===== src/rtl/apb_cmd_queue_if.sv =====
// Requester, APB-driver and response signals of apb_cmd_queue grouped into one bundle.
// slave = the queue itself, master = the requester/integration side driving it.
interface apb_cmd_queue_if #(
    parameter int ADDR_WIDTH = 10,
    parameter int DATA_WIDTH = 16,
    parameter int DEPTH      = 8
);
    localparam int LEVEL_W = $clog2(DEPTH) + 1;

    logic                  cmd_valid;
    logic                  cmd_ready;
    logic                  cmd_write;
    logic [ADDR_WIDTH-1:0] cmd_addr;
    logic [DATA_WIDTH-1:0] cmd_wdata;

    logic                  transfer;
    logic                  READ_WRITE;
    logic [ADDR_WIDTH-1:0] in_addr;
    logic [DATA_WIDTH-1:0] in_wr_data;
    logic [DATA_WIDTH-1:0] out_rd_data;
    logic                  xfer_done;

    logic                  rsp_valid;
    logic                  rsp_ready;
    logic [DATA_WIDTH-1:0] rsp_data;
    logic                  rsp_err;

    logic                  err_timeout;
    logic                  busy;
    logic [LEVEL_W-1:0]    level;

    modport slave (
        input  cmd_valid, cmd_write, cmd_addr, cmd_wdata,
        input  out_rd_data, xfer_done, rsp_ready,
        output cmd_ready, transfer, READ_WRITE, in_addr, in_wr_data,
        output rsp_valid, rsp_data, rsp_err, err_timeout, busy, level
    );

    modport master (
        output cmd_valid, cmd_write, cmd_addr, cmd_wdata,
        output out_rd_data, xfer_done, rsp_ready,
        input  cmd_ready, transfer, READ_WRITE, in_addr, in_wr_data,
        input  rsp_valid, rsp_data, rsp_err, err_timeout, busy, level
    );
endinterface


===== src/rtl/apb_cmd_queue.sv =====
// Command FIFO plus one-at-a-time issue sequencer feeding apb_top's driver-side request port.
// Optional WAIT-phase abort is enabled by defining APB_CMD_QUEUE_TIMEOUT_EN.
module apb_cmd_queue #(
    parameter int ADDR_WIDTH = 10,
    parameter int DATA_WIDTH = 16,
    parameter int DEPTH      = 8,
    parameter int TIMEOUT    = 32
) (
    input logic            PCLK,
    input logic            PRESET,
    apb_cmd_queue_if.slave bus
);
    localparam int PTR_W = $clog2(DEPTH);
    localparam int LVL_W = PTR_W + 1;

    if (DEPTH < 2 || (DEPTH & (DEPTH - 1)) != 0 || TIMEOUT < 2) begin : g_param_check
        $error("apb_cmd_queue: DEPTH must be a power of two >= 2 and TIMEOUT >= 2");
    end

    typedef enum logic [1:0] {ST_IDLE, ST_ISSUE, ST_WAIT, ST_CAPTURE} state_e;

    typedef struct packed {
        logic                  write;
        logic [ADDR_WIDTH-1:0] addr;
        logic [DATA_WIDTH-1:0] wdata;
    } cmd_t;

    state_e                state_q, state_d;
    cmd_t                  mem_q [DEPTH];
    logic [PTR_W-1:0]      wr_ptr_q, wr_ptr_d;
    logic [PTR_W-1:0]      rd_ptr_q, rd_ptr_d;
    logic [LVL_W-1:0]      count_q, count_d;
    logic                  rw_q, rw_d;
    logic [ADDR_WIDTH-1:0] addr_q, addr_d;
    logic [DATA_WIDTH-1:0] wdata_q, wdata_d;
    logic                  rsp_valid_q, rsp_valid_d;
    logic [DATA_WIDTH-1:0] rsp_data_q, rsp_data_d;
    logic                  rsp_err_d;
    logic                  err_timeout_d;

    logic full, empty, push, pop, rsp_take, abort;
    cmd_t head;

    assign full     = (count_q == LVL_W'(DEPTH));
    assign empty    = (count_q == '0);
    assign push     = bus.cmd_valid && !full;
    assign head     = mem_q[rd_ptr_q];
    assign rsp_take = rsp_valid_q && bus.rsp_ready;
    // A read may only leave the FIFO once the single response slot is free (or freeing now).
    assign pop      = (state_q == ST_IDLE) && !empty && (head.write || !rsp_valid_q || rsp_take);

`ifdef APB_CMD_QUEUE_TIMEOUT_EN
    localparam int TMO_W = $clog2(TIMEOUT);

    logic [TMO_W-1:0] tmo_cnt_q, tmo_cnt_d;
    logic             rsp_err_q, err_timeout_q;

    // xfer_done on the limit cycle takes priority over the abort.
    assign abort = (state_q == ST_WAIT) && !bus.xfer_done && (tmo_cnt_q == TMO_W'(TIMEOUT - 1));

    always_comb begin
        tmo_cnt_d = tmo_cnt_q;
        if (state_q == ST_ISSUE)     tmo_cnt_d = '0;
        else if (state_q == ST_WAIT) tmo_cnt_d = tmo_cnt_q + TMO_W'(1);
    end

    always_ff @(posedge PCLK) begin
        if (PRESET) begin
            tmo_cnt_q     <= '0;
            rsp_err_q     <= 1'b0;
            err_timeout_q <= 1'b0;
        end else begin
            tmo_cnt_q     <= tmo_cnt_d;
            rsp_err_q     <= rsp_err_d;
            err_timeout_q <= err_timeout_d;
        end
    end

    assign bus.rsp_err     = rsp_err_q;
    assign bus.err_timeout = err_timeout_q;
`else
    assign abort           = 1'b0;
    assign bus.rsp_err     = 1'b0;
    assign bus.err_timeout = 1'b0;
`endif

    // NOTE: the storage array has no reset; only pointers and count define validity,
    // so clearing the entries would only cost reset routing.
    always_ff @(posedge PCLK) begin
        if (push) mem_q[wr_ptr_q] <= '{bus.cmd_write, bus.cmd_addr, bus.cmd_wdata};
    end

    // NOTE: every always_comb assigns a default first so no path can infer a latch.
    always_comb begin
        state_d = state_q;
        unique case (state_q)
            ST_IDLE:    if (pop) state_d = ST_ISSUE;
            ST_ISSUE:   state_d = ST_WAIT;
            ST_WAIT: begin
                if (bus.xfer_done) state_d = rw_q ? ST_IDLE : ST_CAPTURE;
                else if (abort)    state_d = ST_IDLE;
            end
            ST_CAPTURE: state_d = ST_IDLE;
            default:    state_d = ST_IDLE;
        endcase
    end

    always_comb begin
        wr_ptr_d      = push ? wr_ptr_q + PTR_W'(1) : wr_ptr_q;
        rd_ptr_d      = pop  ? rd_ptr_q + PTR_W'(1) : rd_ptr_q;
        count_d       = count_q;
        rw_d          = rw_q;
        addr_d        = addr_q;
        wdata_d       = wdata_q;
        rsp_valid_d   = rsp_valid_q;
        rsp_data_d    = rsp_data_q;
        rsp_err_d     = bus.rsp_err;
        err_timeout_d = abort;

        unique case ({push, pop})
            2'b10:   count_d = count_q + LVL_W'(1);
            2'b01:   count_d = count_q - LVL_W'(1);
            default: count_d = count_q;
        endcase

        if (pop) begin
            rw_d    = head.write;
            addr_d  = head.addr;
            wdata_d = head.wdata;
        end

        if (rsp_take) rsp_valid_d = 1'b0;
        if (state_q == ST_CAPTURE) begin
            rsp_valid_d = 1'b1;
            rsp_data_d  = bus.out_rd_data;
            rsp_err_d   = 1'b0;
        end else if (abort && !rw_q) begin
            rsp_valid_d = 1'b1;
            rsp_data_d  = '0;
            rsp_err_d   = 1'b1;
        end
    end

    always_comb begin
        bus.transfer = (state_q == ST_ISSUE);
        bus.busy     = (state_q != ST_IDLE) || !empty;
    end

    // NOTE: state is updated with non-blocking assignments so every register samples
    // the pre-edge values regardless of block ordering.
    always_ff @(posedge PCLK) begin
        if (PRESET) begin
            state_q     <= ST_IDLE;
            wr_ptr_q    <= '0;
            rd_ptr_q    <= '0;
            count_q     <= '0;
            rw_q        <= 1'b0;
            addr_q      <= '0;
            wdata_q     <= '0;
            rsp_valid_q <= 1'b0;
            rsp_data_q  <= '0;
        end else begin
            state_q     <= state_d;
            wr_ptr_q    <= wr_ptr_d;
            rd_ptr_q    <= rd_ptr_d;
            count_q     <= count_d;
            rw_q        <= rw_d;
            addr_q      <= addr_d;
            wdata_q     <= wdata_d;
            rsp_valid_q <= rsp_valid_d;
            rsp_data_q  <= rsp_data_d;
        end
    end

    assign bus.cmd_ready  = !full;
    assign bus.READ_WRITE = rw_q;
    assign bus.in_addr    = addr_q;
    assign bus.in_wr_data = wdata_q;
    assign bus.rsp_valid  = rsp_valid_q;
    assign bus.rsp_data   = rsp_data_q;
    assign bus.level      = count_q;
endmodule


===== src/flat_wrapper.sv =====
// flat-port wrapper written by rule: the top's interface ports become plain ports
module apb_cmd_queue_flat 
#(
    parameter int ADDR_WIDTH = 10,
    parameter int DATA_WIDTH = 16,
    parameter int DEPTH      = 8,
    parameter int TIMEOUT    = 32
)
  (PCLK, PRESET, bus_cmd_valid, bus_cmd_write, bus_cmd_addr, bus_cmd_wdata, bus_out_rd_data, bus_xfer_done, bus_rsp_ready, bus_cmd_ready, bus_transfer, bus_READ_WRITE, bus_in_addr, bus_in_wr_data, bus_rsp_valid, bus_rsp_data, bus_rsp_err, bus_err_timeout, bus_busy, bus_level);
  apb_cmd_queue_if #(.ADDR_WIDTH(ADDR_WIDTH), .DATA_WIDTH(DATA_WIDTH), .DEPTH(DEPTH)) bus_i ();
  input logic PCLK;
  input logic PRESET;
  input wire logic [$bits(bus_i.cmd_valid)-1:0] bus_cmd_valid;
  input wire logic [$bits(bus_i.cmd_write)-1:0] bus_cmd_write;
  input wire logic [$bits(bus_i.cmd_addr)-1:0] bus_cmd_addr;
  input wire logic [$bits(bus_i.cmd_wdata)-1:0] bus_cmd_wdata;
  input wire logic [$bits(bus_i.out_rd_data)-1:0] bus_out_rd_data;
  input wire logic [$bits(bus_i.xfer_done)-1:0] bus_xfer_done;
  input wire logic [$bits(bus_i.rsp_ready)-1:0] bus_rsp_ready;
  output wire logic [$bits(bus_i.cmd_ready)-1:0] bus_cmd_ready;
  output wire logic [$bits(bus_i.transfer)-1:0] bus_transfer;
  output wire logic [$bits(bus_i.READ_WRITE)-1:0] bus_READ_WRITE;
  output wire logic [$bits(bus_i.in_addr)-1:0] bus_in_addr;
  output wire logic [$bits(bus_i.in_wr_data)-1:0] bus_in_wr_data;
  output wire logic [$bits(bus_i.rsp_valid)-1:0] bus_rsp_valid;
  output wire logic [$bits(bus_i.rsp_data)-1:0] bus_rsp_data;
  output wire logic [$bits(bus_i.rsp_err)-1:0] bus_rsp_err;
  output wire logic [$bits(bus_i.err_timeout)-1:0] bus_err_timeout;
  output wire logic [$bits(bus_i.busy)-1:0] bus_busy;
  output wire logic [$bits(bus_i.level)-1:0] bus_level;
  assign bus_i.cmd_valid = bus_cmd_valid;
  assign bus_i.cmd_write = bus_cmd_write;
  assign bus_i.cmd_addr = bus_cmd_addr;
  assign bus_i.cmd_wdata = bus_cmd_wdata;
  assign bus_i.out_rd_data = bus_out_rd_data;
  assign bus_i.xfer_done = bus_xfer_done;
  assign bus_i.rsp_ready = bus_rsp_ready;
  assign bus_cmd_ready = bus_i.cmd_ready;
  assign bus_transfer = bus_i.transfer;
  assign bus_READ_WRITE = bus_i.READ_WRITE;
  assign bus_in_addr = bus_i.in_addr;
  assign bus_in_wr_data = bus_i.in_wr_data;
  assign bus_rsp_valid = bus_i.rsp_valid;
  assign bus_rsp_data = bus_i.rsp_data;
  assign bus_rsp_err = bus_i.rsp_err;
  assign bus_err_timeout = bus_i.err_timeout;
  assign bus_busy = bus_i.busy;
  assign bus_level = bus_i.level;
  apb_cmd_queue #(.ADDR_WIDTH(ADDR_WIDTH), .DATA_WIDTH(DATA_WIDTH), .DEPTH(DEPTH), .TIMEOUT(TIMEOUT)) u_core (.PCLK(PCLK), .PRESET(PRESET), .bus(bus_i));
endmodule

===== config.mk =====
export PLATFORM = sky130hd
export DESIGN_NAME = apb_cmd_queue_flat
export DESIGN_NICKNAME = d
export VERILOG_FILES = /design/src/rtl/apb_cmd_queue_if.sv /design/src/rtl/apb_cmd_queue.sv /design/src/flat_wrapper.sv
export SDC_FILE = /design/constraint.sdc
export NUM_CORES = 1
export LEC_CHECK = 0
export CAP_MARGIN = 20
export CORE_MARGIN = 1
export CORE_UTILIZATION = 57
export CTS_CLUSTER_SIZE = 40
export DETAILED_ROUTE_END_ITERATION = 7
export GPL_TIMING_DRIVEN = 0
export HOLD_SLACK_MARGIN = 0.08
export PLACE_DENSITY = 0.8
export SETUP_SLACK_MARGIN = 0.02
export SLEW_MARGIN = 10
export SYNTH_ARGS = -nofsm -noshare
export SYNTH_HDL_FRONTEND = slang
export SYNTH_SLANG_ARGS = --single-unit

===== constraint.sdc =====
create_clock -name PCLK -period 5 [get_ports PCLK]
set_clock_uncertainty 0.2 [all_clocks]
set_input_delay 1 -clock PCLK [delete_from_list [all_inputs] [get_ports PCLK]]
set_output_delay 1 -clock PCLK [all_outputs]
set_load 0.01 [all_outputs]

; After elaboration in Yosys (flattened, before gate mapping)
; Memories as Yosys holds them, arrays and structs flattened. A register that Yosys moved wholly into a read port is not among the register bits.
; Index checks and enable logic that the tools add are counted.
[classes]
addsub = 4
eq_ne = 8
muxes = 11
reduce_logical = 16
[ops]
columns = cell, count
row1 = $pmux W2 S4, 1
row2 = $pmux W4 S2, 1
row3 = $add A3 B1 Y3 const B, 2
row4 = $eq A2 B2 Y1 const B, 3
row5 = $mux W2, 3
row6 = $mux W3, 2
row7 = $reduce_bool A2 Y1, 3
row8 = $add A4 B1 Y4 const B, 1
row9 = $eq A2 B1 Y1 const B, 2
row10 = $eq A4 B4 Y1 const B, 1
row11 = $logic_and A1 B1 Y1, 4
row12 = $logic_not A4 Y1, 1
row13 = $mux W1, 4
row14 = $sub A4 B1 Y4 const B, 1
row15 = $logic_not A1 Y1, 3
row16 = $logic_or A1 B1 Y1, 3
row17 = $logic_not A2 Y1, 1
row18 = $ne A2 B1 Y1 const B, 1
row19 = $ne A2 B2 Y1 const B, 1
row20 = $reduce_and A2 Y1, 1
[totals]
register_bits = 56
mem_bits_rw = 216
in_bits = 48
wordCells = 49
memories = 1
[memory_table]
columns = name, words, word_bits, rd, rd_clocked_by_memory_dff, write_ports, line
row1 = u_core.mem_q, 8, 27, 1, 1, 1, apb_cmd_queue.sv:29  ; cmd_t mem_q [DEPTH];

; Logic depth before layout (Yosys ltp)
[depth]
word_depth = 6
ltp_mapped = 13
mapped_depth_nobuf = 10

; Worst setup path after synthesis
; Ideal clock, no wire load.
[synth_timing]
kind = register to register
start = register u_core.count_q[2], in the netlist u_core.bus.level[2]
end = memory u_core.mem_q[0][0] in the netlist's numbering, enable pin
arrival_ns = 3.762
slack_ns = 0.558
path_stages_with_launch = 6
path_buffers = 2
synth_period_minus_slack_ns = 4.442
cell_sequence = dfxtp_1 > clkbuf_1 > or4b_2 > clkbuf_1 > nand2_2 > nor4_1
[synth_via]
elab_chain_len = 5
[synth_rtl]
columns = element, line
row1 = start: declaration, apb_cmd_queue.sv:32  ; logic [LVL_W-1:0] count_q, count_d;
row2 = start signal: assignment, apb_cmd_queue.sv:166  ; count_q <= count_d;
row3 = $eq A4 B4 Y1, apb_cmd_queue.sv:44  ; assign full = (count_q == LVL_W'(DEPTH));
row4 = $logic_not A1 Y1, --
row5 = via bus_cmd_ready, flat_wrapper.sv:20  ; output wire logic [$bits(bus_i.cmd_ready)-1:0] bus_cmd_ready;
row6 = $logic_and A1 B1 Y1, apb_cmd_queue.sv:46  ; assign push = bus.cmd_valid && !full;
row7 = $mux W1, apb_cmd_queue.sv:90  ; if (push) mem_q[wr_ptr_q] <= '{bus.cmd_write, bus.cmd_addr, bus.cmd_wdata};
row8 = $mux W1 (implied by the code), apb_cmd_queue.sv:90
row9 = end: declaration, apb_cmd_queue.sv:29
; The timed path passes the listed nets, and every way through them passes these cells.

==> results.sh <==
export IMPL_status="finished, final reports clean"
export IMPL_synth_top_family_by_area="multiplexers"
export IMPL_p_total_uw=6910
export IMPL_die_h_microns=138
export IMPL_num_vias=5956
export IMPL_cts_tree="done"
export IMPL_busiest_layer="met2"
export IMPL_hold_buffers=0
export IMPL_setup_viol=0
export IMPL_yosysWarnings=0
export IMPL_yosysMostFrequentCell="edfxtp_1"
export IMPL_gp_congestion=0.754
export IMPL_drcViolationCount=0
export IMPL_synthSimpleGateAreaFrac=0.0477
export IMPL_grt_overflow_total=0
export IMPL_synth_largest_area_cell="edfxtp_1"
export IMPL_relSlewSlack=0.341
export IMPL_dp_slack_ns=0.798
export IMPL_synth_compound_area_frac=0.0473
export IMPL_totalWireLength_microns=23400
export IMPL_synth_yosys_seq_area_share=0.730
export IMPL_die_area_sq_um=19000
export IMPL_synth_fa_ha_area_frac=0.00477
export IMPL_cts_setup_buffers=0
export IMPL_htreeDepth=1
export IMPL_root_buffer="clkbuf_16"
export IMPL_syn_avg_cell_area_sq_um=18.0
export IMPL_crit_required_ns=5.25
export IMPL_synth_common_cells="edfxtp_1, dfxtp_1, mux4_2, nor2_1, nand2_1"
export IMPL_antenna_found_initial=0
export IMPL_maxCapViolCount=0
export IMPL_grt_pass1_wl_microns=35000
export IMPL_vias_per_cell=6.05
export IMPL_clock_sinks=275
export IMPL_port_buffers=97
export IMPL_ys_async_sr_fraction=0
export IMPL_syn2layout_area_growth_pct=24.3
export IMPL_clock_path_buffers=3
export IMPL_holdCritStartpoint="u_core.bus.rsp_data[14]"
export IMPL_drv_slew=0
export IMPL_dr_pass1_iters=5
export IMPL_crit_path_max_fanout=10
export IMPL_finalCriticalPeriod_ns=3.96
export IMPL_p_leak_uw=0.00424
export IMPL_vdd_drop_max_uv=345
export IMPL_cts_made_buffers=27
export IMPL_nets=786
export IMPL_p_per_area_nw_per_um2=530
export IMPL_synthFlopType="edfxtp_1"
export IMPL_grtUsageMet3=0.0464
export IMPL_synth_area_mux_share=0.147
export IMPL_worst_slack_ns=1.04
export IMPL_hold_violations=0
export IMPL_synth_xor_area_frac=0.00417
export IMPL_worstHoldPathType="register to register"
export IMPL_critPathArrivalTime_ns=4.22
export IMPL_dp_hpwl_microns=15100
export IMPL_grt_util_met1=0.323
export IMPL_io_pins=101
export IMPL_final_setup_tns_ns=0
export IMPL_holdWs_ns=0.260
export IMPL_die_w_microns=138
export IMPL_startpoint_type="register"
export IMPL_rsz0062_at_grt="no"
export IMPL_start_util=0.582
export IMPL_core_sq_um=18000
export IMPL_drive_gt1_frac=0.220
export IMPL_grt_pass1_vias=6090
export IMPL_gr_usage_met2=0.444
export IMPL_fmax_ghz=0.252
export IMPL_drt_iter0_drc=564
export IMPL_grt_max_degree=23
export IMPL_cp_end_kind="register"
export IMPL_track_usage=0.257
export IMPL_wl_per_cell_microns=23.8
export IMPL_rows=49
export IMPL_ant_nets=0
export IMPL_period_share=0.793
export IMPL_synth_area_top_cells="edfxtp_1, mux4_2, dfxtp_1, mux2i_1, a211oi_2"
export IMPL_clk_latency_ns=0.53
export IMPL_tightest_slew_ns=0.981
export IMPL_clk_pin_slew_ns=0.06
export IMPL_synth_cell_types=42
export IMPL_ys_ff_latch=275
export IMPL_synth_edff_count=216
export IMPL_cts_resized=0
export IMPL_syn_cell_area_sq_um=10500
export IMPL_synthesis_instances=584
export IMPL_antenna_cells=0
export IMPL_fillers=1026
export IMPL_worstSetupPathType="register to register"
export IMPL_synthDominantCellAreaShare=0.618
export IMPL_fin_util=0.724
-- worst max-delay path, cell delays in order (launching register included) --
cell	delay, ns
dfxtp_1	0.35
buf_6	0.17
mux2_1	0.35
mux4_2	0.57
o21a_1	0.26
buf_6	0.17
buf_6	0.17
ha_1	0.29
clkbuf_1	0.20
or4b_2	0.71
a211oi_1	0.23
nor4bb_1	0.09
o211ai_1	0.10
-- final timing paths --
check / end / slack [ns] / cells past startpoint
setup / recovery: u_core.bus.level[2] / 1.04 / 12
hold / removal: u_core.bus.rsp_data[14] / 0.26 / 2
setup reg to reg: u_core.bus.level[2] / 1.04 / 12
hold reg to reg: u_core.bus.rsp_data[14] / 0.26 / 2
-- registers in the layout (all words and copies together), names as in the netlist, named ones only --
name                   count
u_core.bus.READ_WRITE      1
u_core.rd_ptr_q            3
u_core.bus.rsp_data       16
u_core.wr_ptr_q            3
u_core.bus.in_wr_data     16
u_core.bus.in_addr        10
u_core.mem_q             216
u_core.state_q             2
u_core.bus.rsp_valid       1
u_core.bus.level           4
-- power breakdown --
part | total, uW | switching [uW] | internal, uW
logic | 1900 | 1050 | 853
registers | 2810 | 118 | 2700
clock network | 2200 | 820 | 1380
-- through the flow --
| stage | area [sq um] | std cells |
|---|---|---|
| CTS | 13100 | 984 |
| detailed placement | 12100 | 934 |
| floorplan | 10500 | 585 |
| global placement | 11800 | 911 |
| global route | 13100 | 984 |
| finish | 13100 | 984 |
-- placed cells by master, fill, tap and decap left out, drive strengths merged, types with 27 or more instances in the layout --
master / instances
mux2i: 28
nand2: 41
mux4: 53
clkdlybuf4s50: 97
dfxtp: 59
edfxtp: 216
a211oi: 27
buf: 38
nor2: 42
clkbuf: 58
-- routing by layer --
metal / wire, microns / vias to the layer above / share of wire
met4: 742 / 0 / 0.032
met1: 8880 / 3015 / 0.38
met2: 12100 / 284 / 0.52
met3: 1710 / 61 / 0.073
li1: - / 2596 / -
met5: 0 / - / 0
-- layout make-up --
| cell class | count | area [sq um] | area share |
|---|---|---|---|
| sequential | 275 | 7670 | 0.588 |
| multi-input combinational | 271 | 2690 | 0.206 |
| timing repair buffer | 120 | 1230 | 0.0941 |
| clock buffer | 36 | 759 | 0.0582 |
| tap | 229 | 287 | 0.0220 |
| clock inverter | 14 | 228 | 0.0174 |
| buffer | 37 | 185 | 0.0142 |
| inverter | 2 | 7.51 | 0.000575 |
-- cells by family (layout without fill, tap and decap cells) --
logic type	after synthesis	after routing
muxes	87	87
adders and majority gates	4	4
DFF	275	275
AOI/OAI and AO/OA	60	60
and+or+nand+nor	113	113
buffers and inverters	39	209
other	1	2
xor gates and xnor gates	5	5
No activity file was read; power rests on OpenSTA's default activity.
==> patch: new RTL, same settings <==
`DATA_WIDTH` is set to 16 in 3 places; all go to 12.
--- a/src/rtl/apb_cmd_queue_if.sv
+++ b/src/rtl/apb_cmd_queue_if.sv
@@ -2,7 +2,7 @@
 // slave = the queue itself, master = the requester/integration side driving it.
 interface apb_cmd_queue_if #(
     parameter int ADDR_WIDTH = 10,
-    parameter int DATA_WIDTH = 16,
+    parameter int DATA_WIDTH = 12,
     parameter int DEPTH      = 8
 );
     localparam int LEVEL_W = $clog2(DEPTH) + 1;
--- a/src/rtl/apb_cmd_queue.sv
+++ b/src/rtl/apb_cmd_queue.sv
@@ -2,7 +2,7 @@
 // Optional WAIT-phase abort is enabled by defining APB_CMD_QUEUE_TIMEOUT_EN.
 module apb_cmd_queue #(
     parameter int ADDR_WIDTH = 10,
-    parameter int DATA_WIDTH = 16,
+    parameter int DATA_WIDTH = 12,
     parameter int DEPTH      = 8,
     parameter int TIMEOUT    = 32
 ) (
--- a/src/flat_wrapper.sv
+++ b/src/flat_wrapper.sv
@@ -2,7 +2,7 @@
 module apb_cmd_queue_flat 
 #(
     parameter int ADDR_WIDTH = 10,
-    parameter int DATA_WIDTH = 16,
+    parameter int DATA_WIDTH = 12,
     parameter int DEPTH      = 8,
     parameter int TIMEOUT    = 32
 )
Ports: changed (resized bus_cmd_wdata, bus_in_wr_data, bus_out_rd_data and bus_rsp_data); port bits go from 101 to 85. No check against the original RTL was run, so the function may have changed too.
==> patch against the unedited design <==
Via count fell by 11%. Critical path type unchanged. Cell area fell by 14%. Routed wire length decreased by 16%. Cell count down 11%. Area after synthesis is 14% lower. Critical path depth up 2. Sequential cell count fell by 40. Die area down 13%. Power down 18%. Setup slack got worse by 0.24 ns.
==> patch: results (changes against the unedited design) <==
outcome finished clean (unchanged); FF+latch count, synth 235 (was 275); Compound-Gate Fraction of Synth Area 5.90% (was 4.73%); adder-cell share of the synthesized area 0.552% (was 0.477%); post_cts resized 0 (unchanged); GPL Wtd Cong 0.802 (was 0.754); DR vias 5306 (was 5956); Starting DRT DRC Count 434 (was 564); pin count of the biggest net entering global routing 24 (was 23); Worst-Skew Late Latency 0.50 ns (was 0.53 ns); Place WS 0.563 ns (was 0.798 ns); Final WS setup 0.799 ns (was 1.04 ns); mux cell area share after synthesis 14.3% (was 14.7%); global-route usage over all layers 25.5% (was 25.7%); top cells by area, synth edfxtp_1, dfxtp_1, mux4_2 (was edfxtp_1, mux4_2, dfxtp_1); clock network area share 7.46% (was 7.56%); sequential element share of the synthesized area 72.2% (was 73.0%); FF+latch area 0.00655 mm^2 (was 0.00767 mm^2); Synth top cells by count edfxtp_1, dfxtp_1, mux4_2 (unchanged); multi-input gates 251 (was 271); first-pass GRT wire length 30900 um (was 35000 um); Port Buffers 81 (was 97); number of flops mapped to enable cells by yosys 184 (was 216); xor/xnor cell area share of the yosys netlist 0.386% (was 0.417%); switching power 1.53 mW (was 1.99 mW); crit path DAT 4.39 ns (was 4.22 ns); TritonCTS buffer count 23 (was 27); LEAKAGE 3.62 nW (was 4.24 nW); Logic inverters 5 (was 2); Initial DRT Pass Iterations 7 (was 5); Final non-clock buffer share 10.2% (was 10.8%); worst r2r path cells 14 (was 12); flip-flop count of the largest register after layout 184 (was 216); fin nets 692 (was 786); DP HPWL 12800 um (was 15100 um); vias in the first global route 5507 (was 6090); share of layout cells above drive strength 1 20.0% (was 22.0%); Slew @ Worst Pin 0.955 ns (was 0.981 ns); bufs w/o clock 132 (was 157); fill count 869 (was 1026); Yosys cell types 47 (was 42); number of clock buffers in the layout 25 (was 36); WL/cell 22.5 um (was 23.8 um); Post-Place Cells 833 (was 934); final WL 19700 um (was 23400 um); Mapped Cells 525 (was 584); hold path start u_core.bus.rsp_data[6] (was u_core.bus.rsp_data[14]); area of the multi-input gates 0.00239 mm^2 (was 0.00269 mm^2); VDD IR max 0.385 mV (was 0.345 mV)
==> patch: cells by family (layout without fill, tap and decap cells) <==
kind of cell,count (synthesis),count (layout)
buffers and inverters,40,178
DFF,235,235
and+or+nand+nor,84,84
adders and majority gates,4,4
AOI/OAI and AO/OA,83,83
muxes,74,74
other,1,2
xor gates and xnor gates,4,4
==> patch: through the flow <==
step           cell area [um^2]  TNS (ns)
3_3_place_gp              10200   -129.75
6_report                  11200         0
5_1_grt                   11200         0
4_1_cts                   11200         0
3_5_place_dp              10400         0
2_1_floorplan              9080         0
==> patch: power by group through the flow <==
stage	Combinational, mW	Clock [mW]	Sequential, mW
after floorplan	0.824	0	2.44
after global placement	1.27	0	2.42
after detailed placement	1.35	0	2.42
after CTS	1.37	1.92	2.39
after global routing	1.48	2.00	2.40
final	1.38	1.90	2.39
==> patch: worst max-delay path: stages, from the launching register on <==
cell,delay (ns)
dfxtp_1,0.35
clkbuf_1,0.43
nor2_1,0.10
a2bb2oi_1,0.44
a21oi_1,0.20
nor2_1,0.45
buf_2,0.38
ha_1,0.35
xor2_1,0.19
ha_1,0.21
nor2_1,0.05
o21ai_0,0.11
o211ai_1,0.14
o311ai_1,0.13
mux2_2,0.37
==> patch: how the worst min path moves through the flow <==
stage	endpoint	slack (ns)
final	u_core.bus.rsp_data[6]	0.26
after global placement	u_core.bus.rsp_data[0]	0.24
after floorplan	u_core.bus.rsp_data[0]	0.28
after CTS	u_core.bus.rsp_data[6]	0.26
after detailed placement	u_core.bus.rsp_data[6]	0.25
after global routing	u_core.bus.rsp_data[6]	0.28
==> patch: metal layers <==
metal	wire, um	vias up	global-route usage (%)
met3	1490	50	3.92
met1	7810	2658	34.2
met4	542	0	9.27
li1	-	2316	-
met5	0	-	0
met2	9830	282	42.7
